==> src/rtl/present_decrypt_core.sv <==
// Iterative PRESENT-80 decryptor: forward key schedule to K32, then 31 inverse rounds.
// Optional build macro PRESENT_DEC_KEY_CACHE_EN caches K32 per key so that a repeated key skips KEYEXP.
module present_decrypt_core #(
  parameter int unsigned NROUNDS = 31
) (
  input  logic        clk,
  input  logic        rst_n,
  input  logic        in_valid,
  output logic        in_ready,
  input  logic [63:0] in_data,
  input  logic [79:0] in_key,
  output logic        out_valid,
  input  logic        out_ready,
  output logic [63:0] out_data,
  output logic        busy
);

  localparam int unsigned BW  = 64;
  localparam int unsigned KW  = 80;
  localparam int unsigned RCW = 5;
  localparam logic [RCW-1:0] RC_LAST  = RCW'(NROUNDS);
  localparam logic [RCW-1:0] RC_FIRST = RCW'(1);

  typedef enum logic [2:0] {
    S_IDLE   = 3'd0,
    S_KEYEXP = 3'd1,
    S_DEC    = 3'd2,
    S_FINAL  = 3'd3,
    S_DONE   = 3'd4
  } state_t;

  function automatic logic [3:0] sbox(input logic [3:0] x);
    logic [3:0] y;
    case (x)
      4'h0: y = 4'hC;  4'h1: y = 4'h5;  4'h2: y = 4'h6;  4'h3: y = 4'hB;
      4'h4: y = 4'h9;  4'h5: y = 4'h0;  4'h6: y = 4'hA;  4'h7: y = 4'hD;
      4'h8: y = 4'h3;  4'h9: y = 4'hE;  4'hA: y = 4'hF;  4'hB: y = 4'h8;
      4'hC: y = 4'h4;  4'hD: y = 4'h7;  4'hE: y = 4'h1;  default: y = 4'h2;
    endcase
    return y;
  endfunction

  function automatic logic [3:0] inv_sbox(input logic [3:0] x);
    logic [3:0] y;
    case (x)
      4'h0: y = 4'h5;  4'h1: y = 4'hE;  4'h2: y = 4'hF;  4'h3: y = 4'h8;
      4'h4: y = 4'hC;  4'h5: y = 4'h1;  4'h6: y = 4'h2;  4'h7: y = 4'hD;
      4'h8: y = 4'hB;  4'h9: y = 4'h4;  4'hA: y = 4'h6;  4'hB: y = 4'h3;
      4'hC: y = 4'h0;  4'hD: y = 4'h7;  4'hE: y = 4'h9;  default: y = 4'hA;
    endcase
    return y;
  endfunction

  // Forward key update: rotl61, S-box on top nibble, round counter into bits 19:15.
  function automatic logic [KW-1:0] key_fwd(input logic [KW-1:0] k, input logic [RCW-1:0] rc);
    logic [KW-1:0] t;
    t         = {k[18:0], k[79:19]};
    t[79:76]  = sbox(t[79:76]);
    t[19:15]  = t[19:15] ^ rc;
    return t;
  endfunction

  // Exact inverse of key_fwd for the same round counter.
  function automatic logic [KW-1:0] key_inv(input logic [KW-1:0] k, input logic [RCW-1:0] rc);
    logic [KW-1:0] t;
    t         = k;
    t[19:15]  = t[19:15] ^ rc;
    t[79:76]  = inv_sbox(t[79:76]);
    return {t[60:0], t[79:61]};
  endfunction

  function automatic logic [BW-1:0] dec_round(input logic [BW-1:0] s, input logic [BW-1:0] rk);
    logic [BW-1:0] x;
    logic [BW-1:0] y;
    logic [BW-1:0] z;
    logic [5:0]    p;
    x = s ^ rk;
    y = '0;
    for (int i = 0; i < 63; i++) begin
      p        = 6'((16 * i) % 63);
      y[6'(i)] = x[p];
    end
    y[63] = x[63];
    z = '0;
    for (int n = 0; n < 16; n++) begin
      z[6'(4 * n) +: 4] = inv_sbox(y[6'(4 * n) +: 4]);
    end
    return z;
  endfunction

  state_t          r_state;
  logic [BW-1:0]   r_st;
  logic [KW-1:0]   r_kr;
  logic [RCW-1:0]  r_rc;
  logic [BW-1:0]   r_out_data;
  logic            r_out_valid;
  logic            r_in_ready;
  logic            r_busy;

  state_t          w_state_nxt;
  logic [BW-1:0]   w_st_nxt;
  logic [KW-1:0]   w_kr_nxt;
  logic [RCW-1:0]  w_rc_nxt;
  logic [BW-1:0]   w_out_data_nxt;
  logic            w_out_valid_nxt;
  logic [KW-1:0]   w_kr_fwd;
  logic [KW-1:0]   w_kr_inv;
  logic [BW-1:0]   w_st_dec;
  logic            w_accept;

  assign w_kr_fwd = key_fwd(r_kr, r_rc);
  assign w_kr_inv = key_inv(r_kr, r_rc);
  assign w_st_dec = dec_round(r_st, r_kr[79:16]);
  assign w_accept = in_valid && r_in_ready;

`ifdef PRESENT_DEC_KEY_CACHE_EN
  logic [KW-1:0] r_tag;
  logic [KW-1:0] r_cache;
  logic          r_cache_vld;
  logic          w_cache_hit;

  assign w_cache_hit = r_cache_vld && (in_key == r_tag);

  // Tag is captured at accept and only validated once K32 has been produced.
  always_ff @(posedge clk or negedge rst_n) begin
    if (!rst_n) begin
      r_tag       <= '0;
      r_cache     <= '0;
      r_cache_vld <= 1'b0;
    end else if (r_state == S_IDLE && w_accept && !w_cache_hit) begin
      r_tag       <= in_key;
      r_cache_vld <= 1'b0;
    end else if (r_state == S_KEYEXP && r_rc == RC_LAST) begin
      r_cache     <= w_kr_fwd;
      r_cache_vld <= 1'b1;
    end
  end
`endif

  // Next-state and datapath selection.
  always_comb begin
    w_state_nxt     = r_state;
    w_st_nxt        = r_st;
    w_kr_nxt        = r_kr;
    w_rc_nxt        = r_rc;
    w_out_data_nxt  = r_out_data;
    w_out_valid_nxt = r_out_valid;
    case (r_state)
      S_IDLE: begin
        if (w_accept) begin
          w_st_nxt    = in_data;
          w_kr_nxt    = in_key;
          w_rc_nxt    = RC_FIRST;
          w_state_nxt = S_KEYEXP;
`ifdef PRESENT_DEC_KEY_CACHE_EN
          if (w_cache_hit) begin
            w_kr_nxt    = r_cache;
            w_rc_nxt    = RC_LAST;
            w_state_nxt = S_DEC;
          end
`endif
        end
      end
      S_KEYEXP: begin
        w_kr_nxt = w_kr_fwd;
        if (r_rc == RC_LAST) begin
          w_state_nxt = S_DEC;
        end else begin
          w_rc_nxt = r_rc + RCW'(1);
        end
      end
      S_DEC: begin
        w_st_nxt = w_st_dec;
        w_kr_nxt = w_kr_inv;
        w_rc_nxt = r_rc - RCW'(1);
        if (r_rc == RC_FIRST) begin
          w_state_nxt = S_FINAL;
        end
      end
      S_FINAL: begin
        w_out_data_nxt  = r_st ^ r_kr[79:16];
        w_out_valid_nxt = 1'b1;
        w_state_nxt     = S_DONE;
      end
      S_DONE: begin
        if (out_ready) begin
          w_out_valid_nxt = 1'b0;
          w_state_nxt     = S_IDLE;
        end
      end
      default: w_state_nxt = S_IDLE;
    endcase
  end

  always_ff @(posedge clk or negedge rst_n) begin
    if (!rst_n) begin
      r_state     <= S_IDLE;
      r_st        <= '0;
      r_kr        <= '0;
      r_rc        <= '0;
      r_out_data  <= '0;
      r_out_valid <= 1'b0;
      r_in_ready  <= 1'b1;
      r_busy      <= 1'b0;
    end else begin
      r_state     <= w_state_nxt;
      r_st        <= w_st_nxt;
      r_kr        <= w_kr_nxt;
      r_rc        <= w_rc_nxt;
      r_out_data  <= w_out_data_nxt;
      r_out_valid <= w_out_valid_nxt;
      r_in_ready  <= (w_state_nxt == S_IDLE);
      r_busy      <= (w_state_nxt != S_IDLE);
    end
  end

  assign in_ready  = r_in_ready;
  assign out_valid = r_out_valid;
  assign out_data  = r_out_data;
  assign busy      = r_busy;

endmodule

==> config.mk <==
export PLATFORM = sky130hd
export DESIGN_NAME = present_decrypt_core
export DESIGN_NICKNAME = d
export VERILOG_FILES = /design/src/rtl/present_decrypt_core.sv
export SDC_FILE = /design/constraint.sdc
export NUM_CORES = 1
export LEC_CHECK = 0
export BUFFER_PORTS_ARGS = -buffer_cell sky130_fd_sc_hd__buf_2
export CAP_MARGIN = 10
export CORE_MARGIN = 8
export CORE_UTILIZATION = 61
export CTS_CLUSTER_DIAMETER = 40
export DETAILED_ROUTE_END_ITERATION = 6
export HOLD_SLACK_MARGIN = 0.12
export PLACE_DENSITY = 0.84
export SLEW_MARGIN = 20
export SYNTH_ARGS = -nofsm -noshare
export SYNTH_HDL_FRONTEND = slang
export SYNTH_SLANG_ARGS = --single-unit
==> constraint.sdc <==
create_clock -name clk -period 5.1 [get_ports clk]
set_input_delay 0.51 -clock clk [delete_from_list [all_inputs] [get_ports clk]]
set_output_delay 0.51 -clock clk [all_outputs]
set_load 0.02 [all_outputs]
==> results.yml <==
floorplanning:
  core_sq_um: 20000
  effective_utilization_at_floorplan_pct: 61.6
  std_cell_rows: 52
  die_outline_area_sq_um: 25100
  fp.dieW_um: 158
  design.portCount: 215
  die_height_um: 158
worst_setup_path:
  critPathMaxStageDelay_ns: 0.79
  setup.reg_to_reg.worst_slack_ns: 1.95
  timing.critical_path.slowest_stage_cell: "buf_4"
  crit_path_cell_trace: "nor3b_4 -> buf_4 -> buf_4 -> nor2_1 -> mux2_2 -> a31oi_1"
  timing_worst_setup_path_type: "reg2reg"
  cpLargestDelayFamily: "buffers and inverters"
  crit_path_frequent_cell: "buf_4"
  worst_setup_path_end_kind: "flop"
  timing.critical_path.required_ns: 5.57
  path_max_fanout: 87
  critical_path.startpoint_type: "flop"
  critical_path_buf_inv_count: 2
  worst_ep_arrival_time_ns: 3.62
placed_design:
  post-dp-hpwl_um: 26400
  gp_congestion: 0.951
  port_buffers: 214
  dp_worst_setup_slack_ns: 2.09
power_and_ir_drop:
  total_switching_power_mw: 5.33
  combinationalPowerShare_pct: 51.2
  switching_share_pct: 45.0
  clock_power_share_pct: 17.5
  power.share.sequential_pct: 31.3
  p_int_mw: 6.51
  worst_ir_drop_vdd_v: 0.000407
  power_leakage_nw: 6.93
  power.density_nw_per_um2: 815
sta:
  slew-limit-headroom_pct: 29.0
  grt_setup_unrepaired: "no"
  timing.clock.skew_ns: 0.0179
  worst_slack_ns: 1.95
  fin_tns_setup_ns: 0
  final-hold-violation-count: 0
  finalMaxSlewViolations: 0
  finalSetupViolCount: 0
  final.period_utilization_pct: 61.8
  final_period_minus_worst_setup_slack_ns: 3.15
  worstMarginPinSlew_ns: 1.07
  fmaxAchievable_mhz: 317
grt:
  grt_antenna_before_repair: 1
  first_global_vias: 10371
  overflow: 0
  grt_start_max_net_pins: 134
  grt_pass1_wl_um: 56400
  track_usage_pct: 29.0
detailed_routing:
  drc_errors: 0
  route.detailed.wl_per_inst_um: 21.0
  first_iter_violations: 1216
  route.final.wire_length_um: 36700
  vias: 10685
  post_drt_via_cell_ratio: 6.12
  drtAntennaViolNets: 0
  detailedRoute.firstPassIterationCount: 6
finish:
  ff_latch_area_sq_um: 5480
  num_antenna_cells: 0
  highest_count_cells_in_the_layout_ignoring_fill_and_taps: "nand2_1, dfrtp_1, buf_2"
  areaGrowthSynthToFinish_pct: 17.7
  mostFrequentLayoutCell: "nand2_1"
  final_core_util_pct: 72.5
  share_of_cells_above_drive_strength_1_pct: 20.8
  fillCellCount: 1450
  finish.net_count: 1664
  area_occupied_by_multi_input_gates_sq_um: 6320
clocking:
  cts.repair.resized: 0
  cts.root.buffer_cell: "clkbuf_16"
  cts.reportedPaths.clkPinSlew_ns: 0.06
  postCtsSetupBuffers: 0
  cts-buffers-inserted: 31
  cts-htree-levels: 1
  cts_hold_buffers: 0
  tritoncts_num_sinks: 219
  clk_path_buf_depth: 3
  tritoncts_clock_tree: "done"
  clock_network_latency_to_the_later_pin_of_the_worst_skew_pair_ns: 0.55
yosys:
  syn-instance-count: 1284
  synth_seq_area_share_pct: 44.4
  yosysUniqueCellTypes: 55
  synth_async_sr_flop_share_pct: 100
  mapped_nets: 1494
  register_bit_count_reported_by_yosys: 219
  synth_enable_flop_cells: 0
  cell_area_after_synthesis_sq_um: 12300
  yosys_warning_count: 0
  synth_top_flop_cell: "dfrtp_1"
  synthesis.area_per_instance_sq_um: 9.62
outcome:
  run_status: "finished clean"
job:
  drv_cap: 0
worst_hold_path:
  hold_path_class: "in2reg"
tightest hold or removal path: stages:
cell     delay, ns
buf_2         0.10
nand2_1       0.05
a21oi_1       0.05
layout make-up:
cell class / instances / area share [%]
inverter: 41 / 1.06
sequential: 219 / 37.7
clock inverter: 13 / 1.08
tap: 270 / 2.33
multi-input combinational: 934 / 43.5
timing repair buffer: 227 / 8.49
clock buffer: 41 / 5.80
state kept, by name (all words and copies together), names as in the netlist:
name       flops
busy           1
r_rc           5
out_valid      1
r_st          64
r_kr          80
out_data      64
in_ready       1
r_state        3
kinds of logic (layout without fill, tap and decap cells):
| family | Yosys count | in the layout | share of synthesized area (%) |
|---|---|---|---|
| xor gates and xnor gates | 99 | 99 | 7.08 |
| buffers and inverters | 131 | 322 | 4.60 |
| muxes | 80 | 80 | 8.17 |
| and+or+nand+nor | 352 | 352 | 11.6 |
| AOI/OAI and AO/OA | 341 | 341 | 17.8 |
| adders and majority gates | 62 | 62 | 6.28 |
| DFF | 219 | 219 | 44.4 |
stage by stage:
stage | total power [mW] | hold slack (ns) | instance area (sq um) | cells
after floorplan | 7.92 | 0.214 | 12300 | 1284
after global placement | 9.27 | 0.457 | 13500 | 1688
after detailed placement | 9.58 | 0.465 | 13500 | 1688
after CTS | 11.7 | 0.143 | 14500 | 1742
after global routing | 12.6 | 0.188 | 14500 | 1745
final | 11.8 | 0.191 | 14500 | 1745
worst paths after layout:
kind                       cells after the start      endpoint        start
min in group asynchronous                      2  out_data[60]        rst_n
max in group asynchronous                      4       r_kr[4]        rst_n
setup reg to reg                               6      r_st[28]   r_state[1]
setup / recovery                               6      r_st[28]   r_state[1]
hold reg to reg                                2   out_data[4]  out_data[4]
hold / removal                                 3      r_st[46]  in_data[46]
power by group through the flow:
stage               Clock (mW)  Combinational [mW]  Sequential (mW)
floorplan                    0                4.47             3.46
global placement             0                5.65             3.62
detailed placement           0                5.92             3.66
CTS                       2.09                5.98             3.65
global route              2.17                6.68             3.77
finish                    2.08                6.06             3.70
Yosys cell counts (all sizes together), types with 35 or more instances:
cell type / n / area (sq um)
a22oi: 79 / 593
inv: 41 / 154
a21oi: 45 / 229
mux2i: 58 / 581
ha: 62 / 776
nand2: 229 / 860
nor2: 95 / 359
xnor2: 64 / 561
xor2: 35 / 314
o21ai: 80 / 400
clkbuf: 47 / 176
buf: 43 / 238
a31oi: 79 / 494
dfrtp: 218 / 5460
per-layer routing:
layer	GRT usage, %	part of all wire [%]	routed length, um	vias to the layer above
met2	45.0	45	16500	636
met4	10.6	3.9	1410	2
li1	-	-	-	4857
met5	0	0.035	13	-
met3	7.33	12	4430	95
met1	38.8	39	14300	5095
(Power assumes the default switching activity.)
